## src/rtl/ram32x8_arbiter_pkg.sv

```systemverilog
// Shared types and reset constants for the two-port Ram32x8 access engine.
package ram_arb_pkg;

    localparam int ADDR_W = 5;
    localparam int DATA_W = 8;

    typedef enum logic [1:0] {
        IDLE,
        SETUP,
        STROBE,
        HOLD
    } state_t;

    typedef struct packed {
        logic              write;
        logic [ADDR_W-1:0] addr;
        logic [DATA_W-1:0] wdata;
        logic              grant;
    } txn_t;

    localparam state_t            RST_STATE      = IDLE;
    localparam txn_t              RST_TXN        = '0;
    localparam logic [DATA_W-1:0] RST_RDATA      = '0;
    localparam logic              RST_LAST_GRANT = 1'b1;

endpackage

```

## src/rtl/ram32x8_arbiter_if.sv

```systemverilog
// Requester and RAM-pin bundle; the tristate on the data bus lives outside.
interface ram32x8_arbiter_if #(
    parameter int AddrWidth = 5,
    parameter int DataWidth = 8
);

    logic                 Req0Valid;
    logic                 Req0Write;
    logic [AddrWidth-1:0] Req0Addr;
    logic [DataWidth-1:0] Req0WData;
    logic                 Req0Ready;
    logic                 Req0RValid;
    logic [DataWidth-1:0] Req0RData;

    logic                 Req1Valid;
    logic                 Req1Write;
    logic [AddrWidth-1:0] Req1Addr;
    logic [DataWidth-1:0] Req1WData;
    logic                 Req1Ready;
    logic                 Req1RValid;
    logic [DataWidth-1:0] Req1RData;

    logic                 Busy;
    logic                 RamCe;
    logic                 RamRd;
    logic                 RamWr;
    logic [AddrWidth-1:0] RamAddr;
    logic [DataWidth-1:0] RamDataOut;
    logic                 RamDataOe;
    logic [DataWidth-1:0] RamDataIn;

    modport slave (
        input  Req0Valid, Req0Write, Req0Addr, Req0WData,
        input  Req1Valid, Req1Write, Req1Addr, Req1WData,
        input  RamDataIn,
        output Req0Ready, Req0RValid, Req0RData,
        output Req1Ready, Req1RValid, Req1RData,
        output Busy, RamCe, RamRd, RamWr,
        output RamAddr, RamDataOut, RamDataOe
    );

    modport master (
        output Req0Valid, Req0Write, Req0Addr, Req0WData,
        output Req1Valid, Req1Write, Req1Addr, Req1WData,
        output RamDataIn,
        input  Req0Ready, Req0RValid, Req0RData,
        input  Req1Ready, Req1RValid, Req1RData,
        input  Busy, RamCe, RamRd, RamWr,
        input  RamAddr, RamDataOut, RamDataOe
    );

endinterface

```

## src/rtl/ram32x8_arbiter_rr_arb2.sv

```systemverilog
// Two-input round-robin arbiter; a tie goes to the port not granted last.
module rr_arb2
    import ram_arb_pkg::*;
(
    input  logic       clk,
    input  logic       rst,
    input  logic [1:0] valid,
    input  logic       enable,
    output logic [1:0] gnt,
    output logic       idx
);

    logic last_grant;

    always_ff @(posedge clk or posedge rst) begin
        if (rst) begin
            last_grant <= RST_LAST_GRANT;
        end else if (|gnt) begin
            last_grant <= idx;
        end
    end

    always_comb begin
        idx = 1'b0;
        gnt = 2'b00;
        if (valid == 2'b11) begin
            idx = ~last_grant;
        end else begin
            idx = valid[1];
        end
        if (enable && (|valid)) begin
            gnt = idx ? 2'b10 : 2'b01;
        end
    end

endmodule

```

## src/rtl/ram32x8_arbiter.sv

```systemverilog
// Sequences one async SRAM through setup/strobe/hold for two requesters.
module ram32x8_arbiter
    import ram_arb_pkg::*;
#(
    parameter int AddrWidth    = ADDR_W,
    parameter int DataWidth    = DATA_W,
    parameter int StrobeCycles = 2
) (
    input logic              Clk,
    input logic              Reset,
    ram32x8_arbiter_if.slave bus
);

    localparam int CW = $clog2(StrobeCycles + 1);
    localparam logic [CW-1:0] STROBE_LOAD = CW'(StrobeCycles);

    state_t               state;
    state_t               state_nx;
    logic [CW-1:0]        cnt;
    txn_t                 txn;
    logic [DataWidth-1:0] rdata0;
    logic [DataWidth-1:0] rdata1;
    logic [1:0]           valid;
    logic [1:0]           gnt;
    logic                 gidx;
    logic                 accept;
    logic                 last;
    logic                 idle;

    assign valid  = {bus.Req1Valid, bus.Req0Valid};
    assign idle   = (state == IDLE);
    assign accept = |gnt;
    assign last   = (cnt == CW'(1));

    rr_arb2 u_arb (
        .clk    (Clk),
        .rst    (Reset),
        .valid  (valid),
        .enable (idle),
        .gnt    (gnt),
        .idx    (gidx)
    );

    always_ff @(posedge Clk or posedge Reset) begin
        if (Reset) begin
            state <= RST_STATE;
        end else begin
            state <= state_nx;
        end
    end

    always_comb begin
        state_nx = state;
        unique case (state)
            IDLE:   if (accept) state_nx = SETUP;
            SETUP:  state_nx = STROBE;
            STROBE: if (last) state_nx = HOLD;
            HOLD:   state_nx = IDLE;
            default: state_nx = IDLE;
        endcase
    end

    // Counter is loaded in SETUP so it is ready for the first STROBE cycle.
    always_ff @(posedge Clk or posedge Reset) begin
        if (Reset) begin
            cnt <= '0;
        end else if (state == SETUP) begin
            cnt <= STROBE_LOAD;
        end else if (state == STROBE) begin
            cnt <= cnt - 1'b1;
        end
    end

    always_ff @(posedge Clk or posedge Reset) begin
        if (Reset) begin
            txn <= RST_TXN;
        end else if (accept) begin
            txn.write <= gidx ? bus.Req1Write : bus.Req0Write;
            txn.addr  <= ADDR_W'(gidx ? bus.Req1Addr : bus.Req0Addr);
            txn.wdata <= DATA_W'(gidx ? bus.Req1WData : bus.Req0WData);
            txn.grant <= gidx;
        end
    end

    always_ff @(posedge Clk or posedge Reset) begin
        if (Reset) begin
            rdata0 <= DataWidth'(RST_RDATA);
            rdata1 <= DataWidth'(RST_RDATA);
        end else if (state == STROBE && last && !txn.write) begin
            if (txn.grant) begin
                rdata1 <= bus.RamDataIn;
            end else begin
                rdata0 <= bus.RamDataIn;
            end
        end
    end

    assign bus.Req0Ready  = gnt[0];
    assign bus.Req1Ready  = gnt[1];
    assign bus.Req0RValid = (state == HOLD) && !txn.write && !txn.grant;
    assign bus.Req1RValid = (state == HOLD) && !txn.write && txn.grant;
    assign bus.Req0RData  = rdata0;
    assign bus.Req1RData  = rdata1;

    assign bus.Busy       = !idle;
    assign bus.RamCe      = idle;
    assign bus.RamRd      = (state == STROBE) && !txn.write;
    assign bus.RamWr      = (state == STROBE) && txn.write;
    assign bus.RamDataOe  = !idle && txn.write;
    assign bus.RamAddr    = AddrWidth'(txn.addr);
    assign bus.RamDataOut = DataWidth'(txn.wdata);

endmodule

```

## src/flat_wrapper.sv

```systemverilog
// flat-port wrapper written by rule: the top's interface ports become plain ports
module ram32x8_arbiter_flat import ram_arb_pkg::*;
#(
    parameter int AddrWidth    = ADDR_W,
    parameter int DataWidth    = DATA_W,
    parameter int StrobeCycles = 2
)
  (Clk, Reset, bus_Req0Valid, bus_Req0Write, bus_Req0Addr, bus_Req0WData, bus_Req1Valid, bus_Req1Write, bus_Req1Addr, bus_Req1WData, bus_RamDataIn, bus_Req0Ready, bus_Req0RValid, bus_Req0RData, bus_Req1Ready, bus_Req1RValid, bus_Req1RData, bus_Busy, bus_RamCe, bus_RamRd, bus_RamWr, bus_RamAddr, bus_RamDataOut, bus_RamDataOe);
  ram32x8_arbiter_if #(.AddrWidth(AddrWidth), .DataWidth(DataWidth)) bus_i ();
  input logic Clk;
  input logic Reset;
  input wire logic [$bits(bus_i.Req0Valid)-1:0] bus_Req0Valid;
  input wire logic [$bits(bus_i.Req0Write)-1:0] bus_Req0Write;
  input wire logic [$bits(bus_i.Req0Addr)-1:0] bus_Req0Addr;
  input wire logic [$bits(bus_i.Req0WData)-1:0] bus_Req0WData;
  input wire logic [$bits(bus_i.Req1Valid)-1:0] bus_Req1Valid;
  input wire logic [$bits(bus_i.Req1Write)-1:0] bus_Req1Write;
  input wire logic [$bits(bus_i.Req1Addr)-1:0] bus_Req1Addr;
  input wire logic [$bits(bus_i.Req1WData)-1:0] bus_Req1WData;
  input wire logic [$bits(bus_i.RamDataIn)-1:0] bus_RamDataIn;
  output wire logic [$bits(bus_i.Req0Ready)-1:0] bus_Req0Ready;
  output wire logic [$bits(bus_i.Req0RValid)-1:0] bus_Req0RValid;
  output wire logic [$bits(bus_i.Req0RData)-1:0] bus_Req0RData;
  output wire logic [$bits(bus_i.Req1Ready)-1:0] bus_Req1Ready;
  output wire logic [$bits(bus_i.Req1RValid)-1:0] bus_Req1RValid;
  output wire logic [$bits(bus_i.Req1RData)-1:0] bus_Req1RData;
  output wire logic [$bits(bus_i.Busy)-1:0] bus_Busy;
  output wire logic [$bits(bus_i.RamCe)-1:0] bus_RamCe;
  output wire logic [$bits(bus_i.RamRd)-1:0] bus_RamRd;
  output wire logic [$bits(bus_i.RamWr)-1:0] bus_RamWr;
  output wire logic [$bits(bus_i.RamAddr)-1:0] bus_RamAddr;
  output wire logic [$bits(bus_i.RamDataOut)-1:0] bus_RamDataOut;
  output wire logic [$bits(bus_i.RamDataOe)-1:0] bus_RamDataOe;
  assign bus_i.Req0Valid = bus_Req0Valid;
  assign bus_i.Req0Write = bus_Req0Write;
  assign bus_i.Req0Addr = bus_Req0Addr;
  assign bus_i.Req0WData = bus_Req0WData;
  assign bus_i.Req1Valid = bus_Req1Valid;
  assign bus_i.Req1Write = bus_Req1Write;
  assign bus_i.Req1Addr = bus_Req1Addr;
  assign bus_i.Req1WData = bus_Req1WData;
  assign bus_i.RamDataIn = bus_RamDataIn;
  assign bus_Req0Ready = bus_i.Req0Ready;
  assign bus_Req0RValid = bus_i.Req0RValid;
  assign bus_Req0RData = bus_i.Req0RData;
  assign bus_Req1Ready = bus_i.Req1Ready;
  assign bus_Req1RValid = bus_i.Req1RValid;
  assign bus_Req1RData = bus_i.Req1RData;
  assign bus_Busy = bus_i.Busy;
  assign bus_RamCe = bus_i.RamCe;
  assign bus_RamRd = bus_i.RamRd;
  assign bus_RamWr = bus_i.RamWr;
  assign bus_RamAddr = bus_i.RamAddr;
  assign bus_RamDataOut = bus_i.RamDataOut;
  assign bus_RamDataOe = bus_i.RamDataOe;
  ram32x8_arbiter #(.AddrWidth(AddrWidth), .DataWidth(DataWidth), .StrobeCycles(StrobeCycles)) u_core (.Clk(Clk), .Reset(Reset), .bus(bus_i));
endmodule
```

## config.mk

```make
export PLATFORM = sky130hd
export DESIGN_NAME = ram32x8_arbiter_flat
export DESIGN_NICKNAME = d
export VERILOG_FILES = /design/src/rtl/ram32x8_arbiter_pkg.sv /design/src/rtl/ram32x8_arbiter_if.sv /design/src/rtl/ram32x8_arbiter_rr_arb2.sv /design/src/rtl/ram32x8_arbiter.sv /design/src/flat_wrapper.sv
export SDC_FILE = /design/constraint.sdc
export NUM_CORES = 1
export LEC_CHECK = 0
export CAP_MARGIN = 20
export CORE_MARGIN = 2
export CORE_UTILIZATION = 45
export DETAILED_ROUTE_END_ITERATION = 7
export GPL_TIMING_DRIVEN = 0
export PLACE_DENSITY = 0.9
export SYNTH_ARGS = -nofsm -noshare
export SYNTH_HDL_FRONTEND = slang
export SYNTH_HIERARCHICAL = 1
export SYNTH_SLANG_ARGS = --single-unit
```

## constraint.sdc

```tcl
create_clock -name Clk -period 5.4 [get_ports Clk]
set_clock_uncertainty 0.15 [all_clocks]
set_input_delay 1.08 -clock Clk [delete_from_list [all_inputs] [get_ports Clk]]
set_output_delay 1.08 -clock Clk [all_outputs]
set_load 0.005 [all_outputs]
```

==> results of run 1 <==
where the power goes:
group          internal [uW]  switching [uW]
sequential               411            86.5
combinational            472             256
clock                    137            93.7
logic make-up (layout without fill, tap and decap cells):
group | count (synthesis) | after routing | share of synthesized area
AO/OA/AOI/OAI | 22 | 22 | 0.0714
multiplexers | 33 | 33 | 0.202
adder cells (fa/ha/maj) | 6 | 6 | 0.0429
flip-flops | 36 | 36 | 0.515
AND/OR/NAND/NOR | 26 | 26 | 0.0821
buffers and inverters | 26 | 112 | 0.0864
cell usage after synthesis, types with 2 or more instances:
cell type,count,area [sq um]
a21oi_1,16,80.1
and2_1,2,12.5
buf_2,4,20.0
buf_4,13,97.6
dfrtp_1,35,876
ha_1,6,75.1
inv_1,8,30.0
mux2_2,19,214
mux2i_1,14,140
nand2_1,2,7.51
nor2_1,15,56.3
o21ai_0,2,10.0
metal layers:
layer	routed length [um]	up-vias
met3	363	5
li1	-	661
met4	34	0
met1	1490	618
met5	0	-
met2	1830	48
layout by cell type, fill, tap and decap left out, drive strengths merged, types with 2 or more instances in the layout:
cell type / n
clkdlybuf4s50: 77
o21ai: 2
nor2: 15
inv: 8
nand2: 2
and2: 2
a21oi: 16
dfrtp: 35
mux2: 19
ha: 6
clkbuf: 6
mux2i: 14
buf: 18
final cells by class:
class	count	area [sq um]	share of cell area
flip-flops and latches	36	902	0.331
repair buffers	78	798	0.293
multi-input cells	87	698	0.257
plain buffers	18	121	0.0446
clock buffers	5	68.8	0.0253
well taps	48	60.1	0.0221
clock inverters	3	42.5	0.0156
inverters	8	30.0	0.0110
through the flow:
stage	utilization	instances	area, sq um
detailed placement	0.708	275	2610
global placement	0.700	274	2580
CTS	0.738	283	2720
finish	0.738	283	2720
global route	0.738	283	2720
floorplan	-	149	1750
critical path, cell delays in order:
cell and delay (ns):
clkdlybuf4s50_1 0.49, a21boi_2 0.17, and2_1 0.15, clkdlybuf4s50_1 0.50
flip-flops by register name (all words and copies together) (netlist names):
name,flops
u_core/bus.Req0RData,8
u_core/txn,2
u_core/bus.Req1RData,8
u_core/bus.RamAddr,5
u_core/bus.RamDataOut,8
u_core/u_arb/last_grant,1
u_core/cnt,2
u_core/state,2
final timing paths:
check	from	to	slack (ns)
max	bus_Req1Valid	bus_Req1Ready	1.79
min	u_core/bus.Req0RData[4]	u_core/bus.Req0RData[4]	0.36
max reg2reg	u_core/state[0]	u_core/txn[0]	3.33
min reg2reg	u_core/bus.Req0RData[4]	u_core/bus.Req0RData[4]	0.36
max in group asynchronous	Reset	u_core/txn[14]	3.52
min in group asynchronous	Reset	u_core/u_arb/last_grant	0.98
==> out/metrics.yaml, run 1 <==
hold_class: "reg -> reg"
startpoint_type: "primary input"
maxCapViolations: 0
ys_dominant_reg_cell: "dfrtp_1"
setup_viol: 0
synth_edf_count: 0
antenna_found_initial: 0
die-area_sq_um: 4410
fmax_mhz: 277
post_route_cells_drive_above_1_share: 0.213
grt_use_met3: 0.0664
end_kind: "primary output"
hold_depth: 1
ioPinCount: 78
fin_setup_tns_ns: 0
ys_seq_elements: 36
postCtsHoldBufs: 0
power.density_nw_per_um2: 535
clock_path_buffers: 2
ant_nets: 0
grt_first_pass_wirelength_um: 5930
layout.nets: 280
grt_busiest_layer: "met2"
synth_nets: 195
cts_resized: 0
seq_area_frac_synth: 0.515
cts_tree: "done"
holdWs_ns: 0.357
cts-root-buf: "clkbuf_8"
numCtsBuffers: 5
grt_max_degree: 22
initial_core_util: 0.475
syn2layout_area_growth_pct: 55.4
status: "completed"
first_pass_iters: 4
grtUsageMet2: 0.324
worst_pin_slew_ns: 0.631
ys_warn_count: 6
fin_crit_ns: 3.61
diodes: 0
syn-instance-count: 149
globalRouteMet1Util: 0.197
worst_ir_drop_vdd_v: 0.000356
final_hold_viol_count: 0
synth_cell_types: 25
die_h_um: 66.4
detail_route.wl_per_cell_um: 13.1
drt_iter0_markers: 38
pre_cts_slack_ns: 1.78
numPortBuffers: 77
synthArstFlopShare: 1.00
path_max_fanout: 3
drc_errors: 0
worstSetupPathType: "in -> out"
setup_ws_ns: 1.79
insertion_delay_ns: 0.28
fillers: 289
vias: 1332
cts.htree.levels: 2
finalPower_uw: 1460
via_per_inst: 4.71
synth_area_per_cell_sq_um: 11.8
overflow: 0
cts.sinks: 36
layout_worst_path_cycle_share: 0.669
hpwl_um: 2890
grt_pass1_vias: 1339
crit_required_ns: 4.17
maxSlewViolCount: 0
postCtsSetupRepairBufs: 0
grt_usage: 0.181
coreArea_sq_um: 3690
routed_wl_um: 3710
die_x_um: 66.4
max_slew_margin: 0.579
rsz0062_at_grt: "no"
r2r_cells: 7
row_count: 22
critPathArrivalTime_ns: 2.38
syn-cell-area_sq_um: 1750
p_leak_uw: 0.00121
finalWeightedCongestion: 0.699
path_clk_slew_ns: 0.07
Note: power is estimated with default switching activity, not from simulation.
==> run 2, diff against run 1 <==
CORE_UTILIZATION = 41   (was 45)
PLACE_DENSITY = 0.84   (was 0.9)
clock period = 3.6 ns   (was 5.4 ns; I/O delays follow)
==> out/metrics.yaml, run 2 (same netlist as run 1, synthesis figures left out) <==
detail_route.wl_per_cell_um: 13.7
clock_path_buffers: 2
layout.nets: 280
path_max_fanout: 3
p_leak_uw: 0.00119
path_clk_slew_ns: 0.06
fin_crit_ns: 2.92
ioPinCount: 78
final_common_cell: "clkdlybuf4s50_1"
ant_nets: 0
setup_viol: 0
maxCapViolations: 0
holdWs_ns: 0.354
cp_cell_sequence: "clkdlybuf4s50_1 -> a21boi_2 -> and2_1 -> clkdlybuf4s50_1"
cts_tree: "done"
die_h_um: 69.4
cts.htree.levels: 2
grt_max_degree: 24
insertion_delay_ns: 0.28
vias: 1348
drc_errors: 0
status: "completed"
postCtsHoldBufs: 0
rsz0062_at_grt: "no"
startpoint_type: "primary input"
worst_pin_slew_ns: 0.588
routed_wl_um: 3890
syn2layout_area_growth_pct: 53.6
crit_family: "buffers and inverters"
numPortBuffers: 77
antenna_found_initial: 0
drt_iter0_markers: 32
cp_common_cell: "clkdlybuf4s50_1"
crit_start: "bus_Req1Valid"
diodes: 0
grt_first_pass_wirelength_um: 6580
critPathArrivalTime_ns: 2.05
endpoint: "bus_Req1Ready"
first_pass_iters: 4
row_count: 23
die_x_um: 69.4
post_route_cells_drive_above_1_share: 0.205
postCtsSetupRepairBufs: 0
layout_worst_path_cycle_share: 0.811
final_hold_viol_count: 0
max_slew_margin: 0.608
path_depth: 4
die-area_sq_um: 4810
rrSetupSlack_ns: 1.50
cts.sinks: 36
end_kind: "primary output"
worst_ir_drop_vdd_v: 0.000481
r2r_end: "u_core/bus.RamDataOut[7]"
overflow: 0
rr_startpoint: "u_core/state[0]"
slowest_delay_ns: 0.50
grt_usage: 0.171
r2r_cells: 8
worstSetupPathType: "in -> out"
finalWeightedCongestion: 0.721
maxSlewViolCount: 0
hpwl_um: 3040
coreArea_sq_um: 4060
grt_pass1_vias: 1441
initial_core_util: 0.432
final_cell_mix: "77 x clkdlybuf4s50_1, 35 x dfrtp_1, 19 x mux2_2"
fin_setup_tns_ns: 0
cts-root-buf: "clkbuf_8"
min_from: "u_core/bus.Req1RData[6]"
fillers: 328
crit_required_ns: 2.73
power.density_nw_per_um2: 785
numCtsBuffers: 5
worst_path_max_delay_cell: "clkdlybuf4s50_1"
fmax_mhz: 343
hold_class: "reg -> reg"
via_per_inst: 4.75
path_buf_inv: 2
cts_resized: 0
[run 2: through the flow]
| stage | instance area, sq um | setup slack (ns) | cells | power [uW] | utilization |
|---|---|---|---|---|---|
| after detailed placement | 2610 | 0.691 | 277 | 1870 | 0.644 |
| after global routing | 2690 | 0.619 | 284 | 2280 | 0.663 |
| final | 2690 | 0.682 | 284 | 2110 | 0.663 |
| after global placement | 2580 | 0.700 | 276 | 1820 | 0.637 |
| after floorplan | 1750 | 1.57 | 149 | 1290 | - |
| after CTS | 2690 | 0.681 | 284 | 2140 | 0.663 |
[run 2: worst min path at each step]
stage | to | slack, ns | depth (start not counted)
2_1_floorplan | u_core/bus.RamAddr[4] | 0.35 | 2
3_3_place_gp | u_core/bus.Req1RData[4] | 0.34 | 1
6_report | u_core/bus.Req1RData[6] | 0.35 | 1
3_5_place_dp | u_core/bus.Req1RData[6] | 0.34 | 1
5_1_grt | u_core/bus.Req1RData[3] | 0.38 | 1
4_1_cts | u_core/bus.Req1RData[6] | 0.36 | 1
[run 2: cell type report]
cell class / instances / area [sq um] / area share
clock inverter: 1 / 5.00 / 0.00186
timing repair buffer: 78 / 798 / 0.297
clock buffer: 6 / 72.6 / 0.0270
multi-input combinational: 87 / 698 / 0.260
sequential: 36 / 902 / 0.335
buffer: 18 / 121 / 0.0451
tap: 50 / 62.6 / 0.0233
inverter: 8 / 30.0 / 0.0112
[run 2: per-layer routing]
layer / vias up / global-route usage / routed length [um]
met5: - / 0 / 0
met4: 0 / 0.0523 / 42
met3: 7 / 0.0799 / 402
met2: 48 / 0.285 / 1970
met1: 627 / 0.194 / 1480
li1: 666 / - / -
[run 2: power by group]
part / internal (uW) / switching (uW)
registers: 616 / 132
clock network: 131 / 128
logic: 709 / 395
total: 1460 / 654
